[config.mk]
export PLATFORM = sky130hd
export DESIGN_NAME = mini_cpu_param_flat
export DESIGN_NICKNAME = d
export VERILOG_FILES = /design/src/rtl/mini_cpu_param_if.sv /design/src/rtl/mini_cpu_param.sv /design/src/flat_wrapper.sv
export SDC_FILE = /design/constraint.sdc
export NUM_CORES = 1
export LEC_CHECK = 0
export CELL_PAD_IN_SITES_DETAIL_PLACEMENT = 1
export CELL_PAD_IN_SITES_GLOBAL_PLACEMENT = 1
export CORE_ASPECT_RATIO = 0.7
export CORE_MARGIN = 10
export CORE_UTILIZATION = 30
export CTS_CLUSTER_DIAMETER = 60
export DETAILED_ROUTE_END_ITERATION = 10
export PLACE_DENSITY = 0.5
export SETUP_SLACK_MARGIN = 0.05
export SYNTH_ARGS = -nofsm -noshare
export SYNTH_HDL_FRONTEND = slang
export SYNTH_SLANG_ARGS = --single-unit
[constraint.sdc]
create_clock -name clk -period 8.7 [get_ports clk]
set_input_delay 2.61 -clock clk [delete_from_list [all_inputs] [get_ports clk]]
set_output_delay 2.61 -clock clk [all_outputs]
set_load 0.01 [all_outputs]
[src/rtl/mini_cpu_param_if.sv]
// Host-side bus of the accumulator CPU: instruction/operand handshake plus result port.
// Handshake: an instruction transfers on a rising clk edge where instr_valid && instr_ready;
// the host holds instr/din stable while instr_valid is high and ready is low.
interface mini_cpu_param_if #(
  parameter int DATA_W = 8,
  parameter int ADDR_W = 4
);
  logic              instr_valid;
  logic              instr_ready;
  logic [ADDR_W+3:0] instr;
  logic [DATA_W-1:0] din;
  logic [DATA_W-1:0] dout;
  logic              dout_valid;
  logic              busy;
  logic [1:0]        state_dbg;

  modport master (
    output instr_valid, instr, din,
    input  instr_ready, dout, dout_valid, busy, state_dbg
  );

  modport slave (
    input  instr_valid, instr, din,
    output instr_ready, dout, dout_valid, busy, state_dbg
  );
endinterface

[src/rtl/mini_cpu_param.sv]
// Accumulator-style CPU core: registers A/B/C, ALU, single-port RAM, FETCH/EXEC/MEMWB FSM.
// Optional zero/carry flags are built when MINI_CPU_FLAGS_EN is defined.
module mini_cpu_param #(
  parameter int DATA_W = 8,
  parameter int ADDR_W = 4
) (
  input  logic              clk,
  input  logic              reset,
  mini_cpu_param_if.slave   bus
`ifdef MINI_CPU_FLAGS_EN
  ,
  output logic              flag_z,
  output logic              flag_c
`endif
);

  typedef enum logic [1:0] {
    S_FETCH = 2'd0,
    S_EXEC  = 2'd1,
    S_MEMWB = 2'd2
  } state_t;

  localparam logic [3:0] OP_SUB    = 4'h0;
  localparam logic [3:0] OP_ADD    = 4'h1;
  localparam logic [3:0] OP_INC    = 4'h2;
  localparam logic [3:0] OP_DEC    = 4'h3;
  localparam logic [3:0] OP_ADDDEC = 4'h4;
  localparam logic [3:0] OP_MOVA   = 4'h5;
  localparam logic [3:0] OP_LDA    = 4'h6;
  localparam logic [3:0] OP_LDB    = 4'h7;
  localparam logic [3:0] OP_STI    = 4'h8;
  localparam logic [3:0] OP_STC    = 4'h9;
  localparam logic [3:0] OP_LDC    = 4'hA;
  localparam logic [3:0] OP_OUT    = 4'hB;
  localparam logic [3:0] OP_MCA    = 4'hC;
  localparam logic [3:0] OP_MCB    = 4'hD;

  localparam int          DEPTH  = 2 ** ADDR_W;
  localparam logic [DATA_W:0] ONE_X = {{DATA_W{1'b0}}, 1'b1};

  state_t              state_q, state_d;
  logic                ready_q, ready_d;
  logic [3:0]          op_q, op_d;
  logic [ADDR_W-1:0]   addr_q, addr_d;
  logic [DATA_W-1:0]   din_q, din_d;
  logic [DATA_W-1:0]   a_q, a_d;
  logic [DATA_W-1:0]   b_q, b_d;
  logic [DATA_W-1:0]   c_q, c_d;
  logic [DATA_W-1:0]   dout_q, dout_d;
  logic                dout_valid_q, dout_valid_d;
`ifdef MINI_CPU_FLAGS_EN
  logic                flag_z_q, flag_z_d;
  logic                flag_c_q, flag_c_d;
`endif

  logic [DATA_W-1:0]   mem [DEPTH];
  logic [DATA_W-1:0]   rd_q;
  logic                mem_we;
  logic                mem_re;
  logic [DATA_W-1:0]   mem_wdata;

  logic                accept;
  logic [DATA_W:0]     sum_ab;
  logic [DATA_W:0]     alu_ext;
  logic [DATA_W-1:0]   alu_res;
  logic                alu_c;
  logic                alu_op;

  assign accept = bus.instr_valid && ready_q;
  assign sum_ab = {1'b0, a_q} + {1'b0, b_q};

  // Extra top bit carries carry-out on additions and borrow on subtractions.
  always_comb begin
    alu_ext = {1'b0, a_q};
    alu_c   = 1'b0;
    alu_op  = 1'b0;
    case (op_q)
      OP_SUB: begin
        alu_ext = {1'b0, a_q} - {1'b0, b_q};
        alu_c   = alu_ext[DATA_W];
        alu_op  = 1'b1;
      end
      OP_ADD: begin
        alu_ext = sum_ab;
        alu_c   = alu_ext[DATA_W];
        alu_op  = 1'b1;
      end
      OP_INC: begin
        alu_ext = {1'b0, a_q} + ONE_X;
        alu_c   = alu_ext[DATA_W];
        alu_op  = 1'b1;
      end
      OP_DEC: begin
        alu_ext = {1'b0, a_q} - ONE_X;
        alu_c   = alu_ext[DATA_W];
        alu_op  = 1'b1;
      end
      OP_ADDDEC: begin
        // Carry only when A+B-1 still exceeds the word, i.e. A+B > 2**DATA_W.
        alu_ext = sum_ab - ONE_X;
        alu_c   = sum_ab[DATA_W] && (sum_ab[DATA_W-1:0] != '0);
        alu_op  = 1'b1;
      end
      OP_MOVA: begin
        alu_ext = {1'b0, a_q};
        alu_c   = 1'b0;
        alu_op  = 1'b1;
      end
      default: begin
        alu_ext = {1'b0, a_q};
        alu_c   = 1'b0;
        alu_op  = 1'b0;
      end
    endcase
    alu_res = alu_ext[DATA_W-1:0];
  end

  always_comb begin
    state_d      = state_q;
    ready_d      = ready_q;
    op_d         = op_q;
    addr_d       = addr_q;
    din_d        = din_q;
    a_d          = a_q;
    b_d          = b_q;
    c_d          = c_q;
    dout_d       = dout_q;
    dout_valid_d = 1'b0;
    mem_we       = 1'b0;
    mem_re       = 1'b0;
    mem_wdata    = din_q;
`ifdef MINI_CPU_FLAGS_EN
    flag_z_d     = flag_z_q;
    flag_c_d     = flag_c_q;
`endif
    case (state_q)
      S_FETCH: begin
        if (accept) begin
          op_d    = bus.instr[ADDR_W+3:ADDR_W];
          addr_d  = bus.instr[ADDR_W-1:0];
          din_d   = bus.din;
          state_d = S_EXEC;
          ready_d = 1'b0;
        end
      end
      S_EXEC: begin
        state_d = S_FETCH;
        ready_d = 1'b1;
        if (alu_op) begin
          c_d = alu_res;
`ifdef MINI_CPU_FLAGS_EN
          flag_z_d = (alu_res == '0);
          flag_c_d = alu_c;
`endif
        end
        case (op_q)
          OP_LDA: a_d = din_q;
          OP_LDB: b_d = din_q;
          OP_STI: begin
            mem_we    = 1'b1;
            mem_wdata = din_q;
          end
          OP_STC: begin
            mem_we    = 1'b1;
            mem_wdata = c_q;
          end
          OP_LDC: begin
            mem_re  = 1'b1;
            state_d = S_MEMWB;
            ready_d = 1'b0;
          end
          OP_OUT: begin
            dout_d       = c_q;
            dout_valid_d = 1'b1;
          end
          OP_MCA: a_d = c_q;
          OP_MCB: b_d = c_q;
          default: ;
        endcase
      end
      S_MEMWB: begin
        c_d     = rd_q;
        state_d = S_FETCH;
        ready_d = 1'b1;
      end
      default: begin
        state_d = S_FETCH;
        ready_d = 1'b1;
      end
    endcase
  end

  always_ff @(posedge clk) begin
    if (reset) begin
      state_q      <= S_FETCH;
      ready_q      <= 1'b1;
      op_q         <= 4'hF;
      addr_q       <= '0;
      din_q        <= '0;
      a_q          <= '0;
      b_q          <= '0;
      c_q          <= '0;
      dout_q       <= '0;
      dout_valid_q <= 1'b0;
`ifdef MINI_CPU_FLAGS_EN
      flag_z_q     <= 1'b0;
      flag_c_q     <= 1'b0;
`endif
    end else begin
      state_q      <= state_d;
      ready_q      <= ready_d;
      op_q         <= op_d;
      addr_q       <= addr_d;
      din_q        <= din_d;
      a_q          <= a_d;
      b_q          <= b_d;
      c_q          <= c_d;
      dout_q       <= dout_d;
      dout_valid_q <= dout_valid_d;
`ifdef MINI_CPU_FLAGS_EN
      flag_z_q     <= flag_z_d;
      flag_c_q     <= flag_c_d;
`endif
    end
  end

  // RAM contents survive reset; only a write landing on a reset edge is dropped.
  always_ff @(posedge clk) begin
    if (mem_we && !reset) begin
      mem[addr_q] <= mem_wdata;
    end
    if (mem_re) begin
      rd_q <= mem[addr_q];
    end
  end

  assign bus.instr_ready = ready_q;
  assign bus.busy        = ~ready_q;
  assign bus.dout        = dout_q;
  assign bus.dout_valid  = dout_valid_q;
  assign bus.state_dbg   = state_q;
`ifdef MINI_CPU_FLAGS_EN
  assign flag_z = flag_z_q;
  assign flag_c = flag_c_q;
`endif

endmodule

[src/flat_wrapper.sv]
// flat-port wrapper written by rule: the top's interface ports become plain ports
module mini_cpu_param_flat 
#(
  parameter int DATA_W = 8,
  parameter int ADDR_W = 4
)
  (clk, reset, bus_instr_valid, bus_instr, bus_din, bus_instr_ready, bus_dout, bus_dout_valid, bus_busy, bus_state_dbg);
  mini_cpu_param_if #(.DATA_W(DATA_W), .ADDR_W(ADDR_W)) bus_i ();
  input  logic clk;
  input  logic reset;
  input wire logic [$bits(bus_i.instr_valid)-1:0] bus_instr_valid;
  input wire logic [$bits(bus_i.instr)-1:0] bus_instr;
  input wire logic [$bits(bus_i.din)-1:0] bus_din;
  output wire logic [$bits(bus_i.instr_ready)-1:0] bus_instr_ready;
  output wire logic [$bits(bus_i.dout)-1:0] bus_dout;
  output wire logic [$bits(bus_i.dout_valid)-1:0] bus_dout_valid;
  output wire logic [$bits(bus_i.busy)-1:0] bus_busy;
  output wire logic [$bits(bus_i.state_dbg)-1:0] bus_state_dbg;
  assign bus_i.instr_valid = bus_instr_valid;
  assign bus_i.instr = bus_instr;
  assign bus_i.din = bus_din;
  assign bus_instr_ready = bus_i.instr_ready;
  assign bus_dout = bus_i.dout;
  assign bus_dout_valid = bus_i.dout_valid;
  assign bus_busy = bus_i.busy;
  assign bus_state_dbg = bus_i.state_dbg;
  mini_cpu_param #(.DATA_W(DATA_W), .ADDR_W(ADDR_W)) u_core (.clk(clk), .reset(reset), .bus(bus_i));
endmodule
==> results.md, run 1 <==
- Status: complete, no violations
- DRC viols: 0
- Mean area per synthesized cell: 13.3 um^2
- Kind of critical path: in -> reg
- RSZ-0062 raised after global routing: false
- MaxCap Viol Count: 0
- Top FF cell, synth: edfxtp_1
- Area contributors post-synth: edfxtp_1, dfxtp_1, mux4_2
- Resized cells post-CTS: 0
- Die area: between 30000 and 40000 um^2
- Sequential area share after synthesis: between 50% and 60%
- Total iterations of the first detailed-routing run: 5
- Root Driver: clkbuf_16
- Multi-input logic area: 3430 um^2
- Area grow syn2layout: 14.5%
- Register area: 5130 um^2
- CTS buffer count: 17
- Mapped Cells: around 660
- Worst slew pin tran: between 1 and 1.5 ns
- Num Clock Sinks: 188
- Asr flop ratio synth: 0%
- Final worst-path cycle share: a little under three fifths
- Synth top area share: ~47%
- Row cnt: between 50 and 60
- Netlist cell types: slightly below 70
- Fin nets: 719
- Max Clock Skew: 0.0145 ns
- Critical path required time: between 8 and 9 ns
- Yosys top cell by area: edfxtp_1
- Peak VDD IR: about 0.000093 V
- Die Y: ~160 um
- Initial antenna violation count: 0
- Final Core Density: 34.7%
- First-pass GRT wire length: roughly 40 mm
- Clk_lat worst skew: roughly 0.44 ns
- Total setup buffers inserted after CTS: 0
- Gpl congestion: just over 0.8
- Setup Total Neg Slack: 0 ns
- #FFs+latches synth: about 190
- IO Count: 32
- Worst setup SP type: primary input
- Layout cells sized above 1: between 10 and 15%
- R2R setup slack: 4.41 ns
- Vias in the first global route: ~6000
- Largest net degree at the start of global routing: 54
- Cell Area, Synth: around 8700 um^2
- PortBufs: 31
- Detail Route Antenna Nets: 0
- All-Layer GR Usage: 14.9%
- Post-Route WL: 26.6 mm
- CP arrival: between 4 and 5 ns
- FMAX: 208 MHz
- Total gr overflow: 0
- Yosys warning count: 0
- Routed len/inst: 24.8 um
- Crit-path max FO: 53
- TritonCTS clock tree: yes
- Vias: roughly 5700
- Crit path time final: about 4.8 ns
- Cts hold-fix bufs: 0
- Die width: between 200 and 250 um
- Starting density of the core: between 30% and 40%
- Reg clk slew, reported paths: 0.07 ns
- Slew margin rel.: about a quarter
- Leakage: approximately 0.0034 uW
- Min-delay worst type: reg -> reg
- Dominant cell by count in the synthesized netlist: edfxtp_1
- H-tree depth: 4
- Syn_nets: 695
- Fin Hold WS: 0.502 ns
- EDFF count, synth: between 100 and 150
- Top cells by count, synth: edfxtp_1, nor2_1, nand2_1
- N_diodes: 0
- Final setup viols: 0
- Vias per cell: 5.35
- P per Cell Area: about 190 nW/um^2
- Core area: between 20000 and 30000 um^2
- Final Hold Viols: 0
- CTS max path bufs: 2
- Fillers: a little over 3000
- CP endpoint kind: flip-flop
- Max-slew violations: 0
- First DRT Iteration DRCs: 520
- DP HPWL: approximately 19 mm
## cells by family (layout without fill, tap and decap cells)
family | after synthesis | after routing | synth area share [%]
adders and majority gates | 18 | 18 | 2.75
AOI/OAI and AO/OA | 104 | 104 | 8.19
muxes | 74 | 74 | 14.3
and+or+nand+nor | 210 | 210 | 11.6
buffers and inverters | 45 | 82 | 2.14
xor gates and xnor gates | 19 | 19 | 2.22
DFF | 188 | 188 | 58.7
## worst paths after layout
check	end	cells after the start	from
min	u_core.din_q[7]	2	u_core.din_q[7]
min reg2reg	u_core.din_q[7]	2	u_core.din_q[7]
max	u_core.mem[1][7]	6	reset
max reg2reg	u_core.c_q[7]	11	u_core.op_q[1]
## metal layers
metal / part of all wire, % / global-route usage (%)
met5: 0 / 0
met3: 5.3 / 3.30
met2: 40 / 20.0
met4: 0.81 / 3.58
met1: 54 / 23.2
## registers in the layout, summed over array words and instances, names as in the netlist
| register | flops |
|---|---|
| u_core.din_q | 8 |
| u_core.op_q | 4 |
| u_core.rd_q | 8 |
| u_core.mem | 128 |
| u_core.bus.state_dbg | 2 |
| u_core.bus.dout | 8 |
| u_core.a_q | 8 |
| u_core.bus.instr_ready | 1 |
| u_core.bus.dout_valid | 1 |
| u_core.addr_q | 4 |
| u_core.c_q | 8 |
| u_core.b_q | 8 |
## worst max-delay path, stage by stage
cell      delay, ns
buf_2          0.10
buf_4          0.28
or2_2          0.41
nor2_1         0.19
nand3b_1       0.29
nor3_1         0.94
## layout make-up
| cell class | instances | area share [%] |
|---|---|---|
| repair buffers | 39 | 3.66 |
| inverters | 11 | 0.413 |
| well taps | 378 | 4.73 |
| clock inverters | 10 | 0.626 |
| multi-input cells | 425 | 34.3 |
| clock buffers | 22 | 4.97 |
| flip-flops and latches | 188 | 51.3 |
## where the power goes
group / switching, uW / internal (uW)
Clock: 340 / 407
Sequential: 18.1 / 968
Combinational: 82.3 / 56.9
Total: 440 / 1430
## per-stage QoR
| stage | instance area (um^2) | total power, uW | worst slack, ns | cells |
|---|---|---|---|---|
| after floorplan | 8730 | 1090 | 4.16 | 658 |
| after global placement | 9430 | 1140 | 3.54 | 1041 |
| after detailed placement | 9430 | 1150 | 3.45 | 1041 |
| after CTS | 9990 | 1890 | 3.93 | 1073 |
| after global routing | 9990 | 1940 | 3.69 | 1073 |
| final | 9990 | 1870 | 3.90 | 1073 |
## placed cells by master (no fill, tap or decap), types with 4 or more instances in the layout
master and n:
edfxtp_1 136, nor2_1 75, nand2_1 63, dfxtp_1 51, mux4_2 40, a21oi_1 37
clkdlybuf4s50_1 30, mux2i_1 27, clkbuf_16 19, ha_1 16, nand3_1 15, a211oi_1 12
inv_1 11, nor3_1 11, o21ai_0 11, xor2_1 9, xnor2_1 8, buf_4 8
mux2_2 7, nand3b_1 6, or3_1 5, o211ai_1 5, a221oi_1 5, nor2b_1 4
nand2b_1 4, clkinv_2 4
Note: power is estimated with default switching activity, not from simulation.
==> run 2, diff against run 1 <==
Settings changed: PLACE_DENSITY 0.5 to 0.52.
Clock period 8.7 ns to 3.9 ns, I/O delays scaled along.
==> run 2 against run 1 <==
Against the previous run:
- global-route usage is 0.60 points lower
- clock power up 120%
- sequential cell count unchanged
- count of clock-buffer cells in the layout fell by 5
- critical endpoint is now u_core.c_q[7]
- non-clock buffer count up 20
- sequential power up 120%
- critical path depth grew 4
- first-iteration DRC count down 22%
- combinational power increased by 120%
==> results.md, run 2 (same netlist as run 1, synthesis figures left out) <==
- TritonCTS clock tree: yes
- Commonest non-fill, non-tap cell in the layout: edfxtp_1
- CTS buffer count: 17 (unchanged)
- P per Cell Area: 409 nW/um^2 (+120%)
- Leakage: 0.00345 uW (+2.3%)
- Crit path time final: between 3 and 4 ns
- Resized cells post-CTS: 0 (unchanged)
- Die Y: 163 um (unchanged)
- Vias in the first global route: 6102 (+2.5%)
- Fillers: 3048 (-0.46%)
- Post-Route WL: 25.8 mm (-2.9%)
- Gpl congestion: 0.845 (+4.4%)
- Root Driver: clkbuf_16
- Critical path required time: 4.22 ns (-4.53 ns)
- Reg2reg end: u_core.c_q[7]
- CP arrival: 3.50 ns (-1.35 ns)
- Largest Register: u_core.mem
- Slew margin rel.: 14.2% (-9.7 points)
- H-tree depth: 4 (unchanged)
- Total setup buffers inserted after CTS: 0 (unchanged)
- Vias per cell: 5.24 (-2.0%)
- Starting density of the core: 30.3% (unchanged)
- First-pass GRT wire length: 39.1 mm (-3.0%)
- Peak VDD IR: 0.000327 V (+250%)
- N_diodes: 0 (unchanged)
- Reg clk slew, reported paths: 0.08 ns (about the same)
- Most frequent cells in the layout: edfxtp_1, nor2_1, nand2_1
- Worst slew pin tran: 1.27 ns (+0.132 ns)
- Worst r2r src: u_core.a_q[0]
- RSZ-0062 raised after global routing: false
- Non-Filler Instances: 1093 (+1.9%)
- DP HPWL: 18.6 mm (-1.8%)
- Num Clock Sinks: 188 (unchanged)
- Critical Path Start: u_core.a_q[0]
- Cells after DPL: 1061 (+1.9%)
- Fin Hold WS: 0.505 ns (+0.00373 ns)
- Fin nets: 739 (+2.8%)
- Setup Total Neg Slack: 0 ns (unchanged)
- MaxCap Viol Count: 0 (unchanged)
- Routed len/inst: 23.6 um (-4.7%)
- Status: complete, no violations
- Final Hold Viols: 0 (unchanged)
- Die area: 36400 um^2 (unchanged)
- Final worst-path cycle share: roughly four fifths
- Hold depth: 2 (unchanged)
- Total gr overflow: 0 (unchanged)
- All-Layer GR Usage: 14.3% (-0.60 points)
- IO Count: 32 (unchanged)
- Vias: 5732 (-0.16%)
- FMAX: about 310 MHz
- Row cnt: 52 (unchanged)
- R2R setup slack: 0.72 ns (-3.69 ns)
- Crit-path max FO: 5 (-91%)
- Initial antenna violation count: 1 (+1)
- Largest net degree at the start of global routing: 53 (-1.9%)
- Max-slew violations: 0 (unchanged)
- PortBufs: 31 (unchanged)
- CTS max path bufs: 2 (unchanged)
- Worst setup SP type: flip-flop
- DRC viols: 0 (unchanged)
- Min-delay worst type: reg -> reg
- Layout cells sized above 1: 16.6% (+2.4 points)
- Max Clock Skew: 0.0124 ns (-0.00210 ns)
- Detail Route Antenna Nets: 0 (unchanged)
- CP Capture Point: u_core.c_q[7]
- Total iterations of the first detailed-routing run: 5 (unchanged)
- Final setup viols: 0 (unchanged)
- Kind of critical path: reg -> reg
- Area grow syn2layout: 16.0%
- CP endpoint kind: flip-flop
- First DRT Iteration DRCs: 408 (-22%)
- Max reg flops: 128 (unchanged)
- Core area: 28800 um^2 (unchanged)
- Clk_lat worst skew: 0.44 ns (about the same)
- Cts hold-fix bufs: 0 (unchanged)
- FF-to-FF path depth: 10 (-1)
- Die width: 224 um (unchanged)
## run 2: changes by cell type in the layout (fill, tap and decap cells not counted), sizes merged
| cell | previous run | this run |
|---|---|---|
| buf | 9 | 29 |
| clkbuf | 22 | 17 |
| clkinvlp | 0 | 3 |
| inv | 14 | 16 |
## run 2: how the worst min path moves through the flow
stage                            start  slack [ns]            endpoint
detailed placement      u_core.rd_q[0]        0.48       u_core.c_q[0]
global placement        u_core.rd_q[0]        0.46       u_core.c_q[0]
CTS                 u_core.bus.dout[1]        0.51  u_core.bus.dout[1]
floorplan               u_core.rd_q[0]        0.45       u_core.c_q[0]
global route           u_core.din_q[5]        0.54     u_core.din_q[5]
finish              u_core.bus.dout[1]        0.51  u_core.bus.dout[1]
## run 2: power by group
group | leakage, uW | switching [uW] | internal (uW) | total (uW)
Sequential | 0.00171 | 38.2 | 2160 | 2200
Combinational | 0.00148 | 178 | 132 | 310
Clock | 0.000257 | 803 | 826 | 1630
## run 2: metrics by stage
| stage | total power [uW] | setup slack, ns | util (%) | cell area (um^2) |
|---|---|---|---|---|
| global route | 4290 | 0.553 | 35.2 | 10100 |
| floorplan | 2430 | 0.802 | - | 8730 |
| CTS | 4190 | 0.764 | 35.2 | 10100 |
| finish | 4140 | 0.722 | 35.2 | 10100 |
| global placement | 2550 | 0.792 | 33.3 | 9580 |
| detailed placement | 2560 | 0.772 | 33.3 | 9580 |
## run 2: final cells by class
| type | count | area [um^2] | share of cell area, % |
|---|---|---|---|
| clock inverter | 15 | 114 | 1.12 |
| inverter | 11 | 41.3 | 0.408 |
| tap | 378 | 473 | 4.67 |
| sequential | 188 | 5130 | 50.6 |
| timing repair buffer | 59 | 515 | 5.09 |
| multi-input combinational | 425 | 3430 | 33.9 |
| clock buffer | 17 | 425 | 4.20 |
## run 2: worst max-delay path, cell delays in order, from the launching register on
cell and delay (ns):
dfxtp_1 0.49, ha_1 0.33, inv_1 0.10, fa_1 0.48, xor2_1 0.50, nand3_1 0.15
a21boi_1 0.27, and4bb_4 0.32, nand2_1 0.06, o211a_1 0.20, nand4bb_1 0.17
## run 2: per-layer routing
| layer | GRT usage (%) | routed length [um] | vias up |
|---|---|---|---|
| li1 | - | - | 2605 |
| met1 | 22.2 | 14000 | 2991 |
| met4 | 2.88 | 148 | 0 |
| met3 | 3.30 | 1390 | 12 |
| met5 | 0 | 0 | - |
| met2 | 19.5 | 10300 | 124 |
==> patch 1: new RTL, config.mk and constraints of run 2 <==
`DATA_W` is set to 8 in 3 places; all go to 6.
--- a/src/rtl/mini_cpu_param_if.sv
+++ b/src/rtl/mini_cpu_param_if.sv
@@ -2,7 +2,7 @@
 // Handshake: an instruction transfers on a rising clk edge where instr_valid && instr_ready;
 // the host holds instr/din stable while instr_valid is high and ready is low.
 interface mini_cpu_param_if #(
-  parameter int DATA_W = 8,
+  parameter int DATA_W = 6,
   parameter int ADDR_W = 4
 );
   logic              instr_valid;
--- a/src/rtl/mini_cpu_param.sv
+++ b/src/rtl/mini_cpu_param.sv
@@ -1,7 +1,7 @@
 // Accumulator-style CPU core: registers A/B/C, ALU, single-port RAM, FETCH/EXEC/MEMWB FSM.
 // Optional zero/carry flags are built when MINI_CPU_FLAGS_EN is defined.
 module mini_cpu_param #(
-  parameter int DATA_W = 8,
+  parameter int DATA_W = 6,
   parameter int ADDR_W = 4
 ) (
   input  logic              clk,
--- a/src/flat_wrapper.sv
+++ b/src/flat_wrapper.sv
@@ -1,7 +1,7 @@
 // flat-port wrapper written by rule: the top's interface ports become plain ports
 module mini_cpu_param_flat 
 #(
-  parameter int DATA_W = 8,
+  parameter int DATA_W = 6,
   parameter int ADDR_W = 4
 )
   (clk, reset, bus_instr_valid, bus_instr, bus_din, bus_instr_ready, bus_dout, bus_dout_valid, bus_busy, bus_state_dbg);
Interface: changed (resized bus_din and bus_dout); port bits go from 32 to 28. No check against the original RTL was run, so the function may have changed too.
==> patch 1 against run 2 <==
  * Sequential cell count down 44
  * Sequential share of layout area down 1.8 points
  * Final area down 21%
  * Worst setup slack better by 0.27 ns
  * Maximum frequency up 9.4%
  * Area after synthesis down 22%
  * Routed wire length down 21%
  * Total power down 12%
  * Largest power group unchanged
==> patch 1: results (changes against run 2) <==
* Non-clk buf share at 0.0451 (-0.00586)
* GPL Wtd Cong at 0.795 (-5.9%)
* Xor/xnor share of the synthesized area at 0.0142 (-0.00805)
* Clock Pin Slew Worst Setup and Hold Paths at 0.06 ns (-0.02 ns)
* Total GRT Usage at 0.143 (+0.000473)
* Worst slew margin at 0.370 (+0.228)
* RR Endpoint: u_core.c_q[5]$_SDFFE_PP0P_
* Compound-Gate Fraction of Synth Area at 0.0838 (+0.00189)
* Lkg Pwr at 2.65 nW (-23%)
* Syn nets at 551 (-21%)
* Synth top area cells: edfxtp_1 45%, dfxtp_1 12%, mux4_2 9.9%, mux2i_1 3.1%, nor2_1 3.1%
* Status: complete, no violations
* Max VDD drop at 222 uV (-32%)
* CP max stage cell: or4_1
* WL/cell at 24.1 um (+2.0%)
* Buffers on Ports at 27 (-13%)
* Area of the multi-input gates at 2730 um^2 (-20%)
* Inverters at 8 (-3)
* Number of fill cells at 2,312 (-24%)
* Final wirelength at 20,300 um (-21%)
* ClkCell Share at 0.0775 (+0.0242)
* Pin count of the biggest net entering global routing at 42 (-21%)
* Max FO, Critical Path at 6 (+1)
* CP Launch Point: reset
* Synth Area in Adders at 0.0280 (+0.000451)
* WHS at 0.504 ns (-0.00158 ns)
* Destination of the critical timing path: u_core.mem[8][0]$_DFFE_PP_
* Post-synth EDFFs at 102 (-25%)
* Final HPWL DP at 14,600 um (-22%)
* Starting DRC count in detailed routing at 415 (+1.7%)
* R2r startpoint: u_core.op_q[3]$_SDFFE_PP1P_
* Yosys reg bits at 144 (-23%)
* Worst reg-to-reg setup slack at 1.03 ns (+0.31 ns)
* # clk buffers at 22 (+5)
* Mux share of post-synthesis cell area at 0.140 (-0.00297)
* Synth cell count leaders: 102 x edfxtp_1, 56 x nor2_1, 46 x nand2_1
* Count of cell types in the netlist at 66 (-4.3%)
* Fin Clk Skew at 0.0140 ns (+0.00166 ns)
* Sequential cell area share at 0.488 (-0.0180)
* Max reg flops at 96 (-25%)
* Sequential area share after synthesis at 0.574 (-0.0130)
* Vias per inst at 5.38 (+2.6%)
* First-pass GRT wire length at 30,600 um (-22%)
* Layout cell share with drive strength beyond 1 at 0.171 (+0.00500)
==> patch 1: cell types whose count changed after synthesis, moves of 4 or more <==
cell / change
nand2_1: -17
xnor2_1: -4
o21ai_0: -4
ha_1: -4
mux4_2: -10
nand3_1: -8
dfxtp_1: -10
nor2_1: -19
edfxtp_1: -34
a21oi_1: -12
mux2i_1: -6
==> patch 1: cells by family (layout without fill, tap and decap cells) <==
family	Yosys count	after routing
AOI/OAI and AO/OA	80	80
xor gates and xnor gates	11	11
adders and majority gates	14	14
buffers and inverters	39	79
DFF	144	144
muxes	57	57
and+or+nand+nor	175	175
==> patch 1: routing by layer <==
| layer | routed length, um | vias up | global-route usage |
|---|---|---|---|
| li1 | - | 2044 | - |
| met1 | 10600 | 2342 | 0.221 |
| met2 | 8140 | 133 | 0.185 |
| met3 | 1450 | 13 | 0.0443 |
| met4 | 151 | 0 | 0.0355 |
| met5 | 0 | - | 0 |
==> patch 1: power by group through the flow <==
stage / Clock (mW) / Sequential [mW] / Combinational (mW)
2_1_floorplan: 0 / 1.70 / 0.167
3_3_place_gp: 0 / 1.72 / 0.237
3_5_place_dp: 0 / 1.72 / 0.242
4_1_cts: 1.73 / 1.69 / 0.242
5_1_grt: 1.80 / 1.70 / 0.261
6_report: 1.69 / 1.69 / 0.239
==> patch 1: stage by stage <==
stage / cell area [um^2] / power [mW] / worst slack [ns]
detailed placement: 7380 / 1.97 / 0.541
global placement: 7380 / 1.96 / 0.633
CTS: 8000 / 3.66 / 0.992
global route: 8000 / 3.76 / 0.706
finish: 8000 / 3.62 / 0.996
floorplan: 6800 / 1.86 / 1.31
==> patch 1: tightest hold or removal path, cell delays in order, from the launching register on <==
cell and delay, ns:
dfxtp_1 0.33, mux2i_1 0.07, nor2_1 0.07
==> patch 2: new RTL, flow settings as in run 2 <==
Made on the original files. Take the reset off `addr_q`, `din_q`, `a_q`, `b_q`, `c_q` and `dout_q` and load them in a clocked block of their own.
--- a/src/rtl/mini_cpu_param.sv
+++ b/src/rtl/mini_cpu_param.sv
@@ -195,12 +195,6 @@
       state_q      <= S_FETCH;
       ready_q      <= 1'b1;
       op_q         <= 4'hF;
-      addr_q       <= '0;
-      din_q        <= '0;
-      a_q          <= '0;
-      b_q          <= '0;
-      c_q          <= '0;
-      dout_q       <= '0;
       dout_valid_q <= 1'b0;
 `ifdef MINI_CPU_FLAGS_EN
       flag_z_q     <= 1'b0;
@@ -210,18 +204,21 @@
       state_q      <= state_d;
       ready_q      <= ready_d;
       op_q         <= op_d;
-      addr_q       <= addr_d;
-      din_q        <= din_d;
-      a_q          <= a_d;
-      b_q          <= b_d;
-      c_q          <= c_d;
-      dout_q       <= dout_d;
       dout_valid_q <= dout_valid_d;
 `ifdef MINI_CPU_FLAGS_EN
       flag_z_q     <= flag_z_d;
       flag_c_q     <= flag_c_d;
 `endif
     end
+  end
+
+  always_ff @(posedge clk) begin
+    addr_q <= addr_d;
+    din_q  <= din_d;
+    a_q    <= a_d;
+    b_q    <= b_d;
+    c_q    <= c_d;
+    dout_q <= dout_d;
   end
 
   // RAM contents survive reset; only a write landing on a reset edge is dropped.
Check against the original RTL: not equivalent (Yosys sat finds a counterexample within 10 cycles, from zero or initial values and one cycle with reset high; the reset may be asserted at any time).
==> patch 2 against run 2 <==
  * Final cell count shrank 10%
  * Final area is 0.89% lower
  * Critical path depth rose by 2
  * Sequential cell count did not move
  * Area after synthesis down 1.4%
  * Routed wire length shrank 11%
  * Worst setup slack got worse by 0.27 ns
  * Total power rose by 1.3%
  * Largest cell class unchanged
  * Largest power group unchanged
==> patch 2: results (changes against run 2) <==
* Synth Area in Adders at 0.0279 (+0.000405)
* Final wirelength at 23,000 um (-11%)
* Synth cell count leaders: 180 x edfxtp_1, 45 x nor2_1, 40 x mux4_2
* GPL Wtd Cong at 0.787 (-6.9%)
* Vias per inst at 5.21 (-0.57%)
* CP max stage cell: dfxtp_1
* Mux share of post-synthesis cell area at 0.141 (-0.00241)
* Met3 Use GR at 0.0357 (+0.00269)
* Synth top area cells: edfxtp_1 63%, mux4_2 10%, mux2_2 3.1%, ha_1 2.3%, nor2_1 2.0%
* Syn nets at 582 (-16%)
* Status: complete, no violations
* Count of cell types in the netlist at 62 (-10%)
* Max VDD drop at 311 uV (-5.1%)
* Least-Margin Pin Slew at 0.929 ns (-0.340 ns)
* Max FO, Critical Path at 11 (+6)
* Pin count of the biggest net entering global routing at 37 (-30%)
* R2R depth at 12 (+2)
* R2r startpoint: u_core.op_q[0]$_SDFFE_PP1P_
* M1 GR Usage at 0.194 (-0.0275)
* Number of fill cells at 2,835 (-7.0%)
* Sequential area share after synthesis at 0.647 (+0.0598)
* RR Endpoint: u_core.c_q[6]$_DFFE_PP_
* Vias in the first global route at 5,423 (-11%)
* Final HPWL DP at 16,500 um (-12%)
* Nets@finish at 637 (-14%)
patch 2: layout make-up:
| class | count | area share |
|---|---|---|
| Clock buffer | 18 | 0.0428 |
| Clock inverter | 13 | 0.0113 |
| Inverter | 12 | 0.00449 |
| Multi-Input combinational cell | 321 | 0.288 |
| Sequential cell | 188 | 0.555 |
| Tap cell | 371 | 0.0463 |
| Timing Repair Buffer | 60 | 0.0526 |
patch 2: logic make-up (layout without fill, tap and decap cells):
| family | Yosys count | in the layout |
|---|---|---|
| flops | 188 | 188 |
| compound gates | 77 | 77 |
| mux | 68 | 68 |
| simple gates | 140 | 140 |
| xor+xnor | 18 | 18 |
| fa+ha+maj | 18 | 18 |
| buf+inv | 36 | 103 |
patch 2: stage by stage:
step | hold WS, ns | power [mW] | instances | worst slack (ns) | instance area [um^2]
6_report | 0.524 | 4.19 | 983 | 0.455 | 10000
2_1_floorplan | 0.459 | 2.48 | 545 | 0.823 | 8600
3_3_place_gp | 0.482 | 2.59 | 952 | 0.418 | 9490
3_5_place_dp | 0.516 | 2.60 | 952 | 0.294 | 9490
5_1_grt | 0.548 | 4.34 | 983 | 0.0994 | 10000
4_1_cts | 0.524 | 4.23 | 983 | 0.399 | 10000
patch 2: worst min-delay path by stage:
stage	from	to	slack [ns]	cells past startpoint
5_1_grt	u_core.c_q[3]$_DFFE_PP_	u_core.bus.dout[3]$_DFFE_PP_	0.55	0
3_5_place_dp	u_core.c_q[4]$_DFFE_PP_	u_core.bus.dout[4]$_DFFE_PP_	0.52	0
4_1_cts	u_core.c_q[3]$_DFFE_PP_	u_core.bus.dout[3]$_DFFE_PP_	0.52	0
3_3_place_gp	u_core.c_q[3]$_DFFE_PP_	u_core.bus.dout[3]$_DFFE_PP_	0.48	0
6_report	u_core.c_q[3]$_DFFE_PP_	u_core.bus.dout[3]$_DFFE_PP_	0.52	0
2_1_floorplan	u_core.c_q[0]$_DFFE_PP_	u_core.bus.dout[0]$_DFFE_PP_	0.46	0
patch 2: report_power, final:
group	switching [mW]	leakage (nW)	total [mW]	internal (mW)
registers	0.0292	1.69	2.26	2.24
logic	0.159	1.27	0.286	0.127
clock network	0.763	0.257	1.64	0.878
patch 2: layer usage:
metal  wire length [um]  vias to the layer above
met5                  0                        -
met4                142                        0
met3               1340                       14
met2               9630                      108
met1              11900                     2718
li1                   -                     2286
patch 2: timing repair:
| item | in CTS | in global routing |
|---|---|---|
| hold endpoints to repair | 0 | 0 |
| setup endpoints to repair | 0 | 1 |
| gates resized for setup | 0 | 1 |
| hold buffers | 0 | 0 |
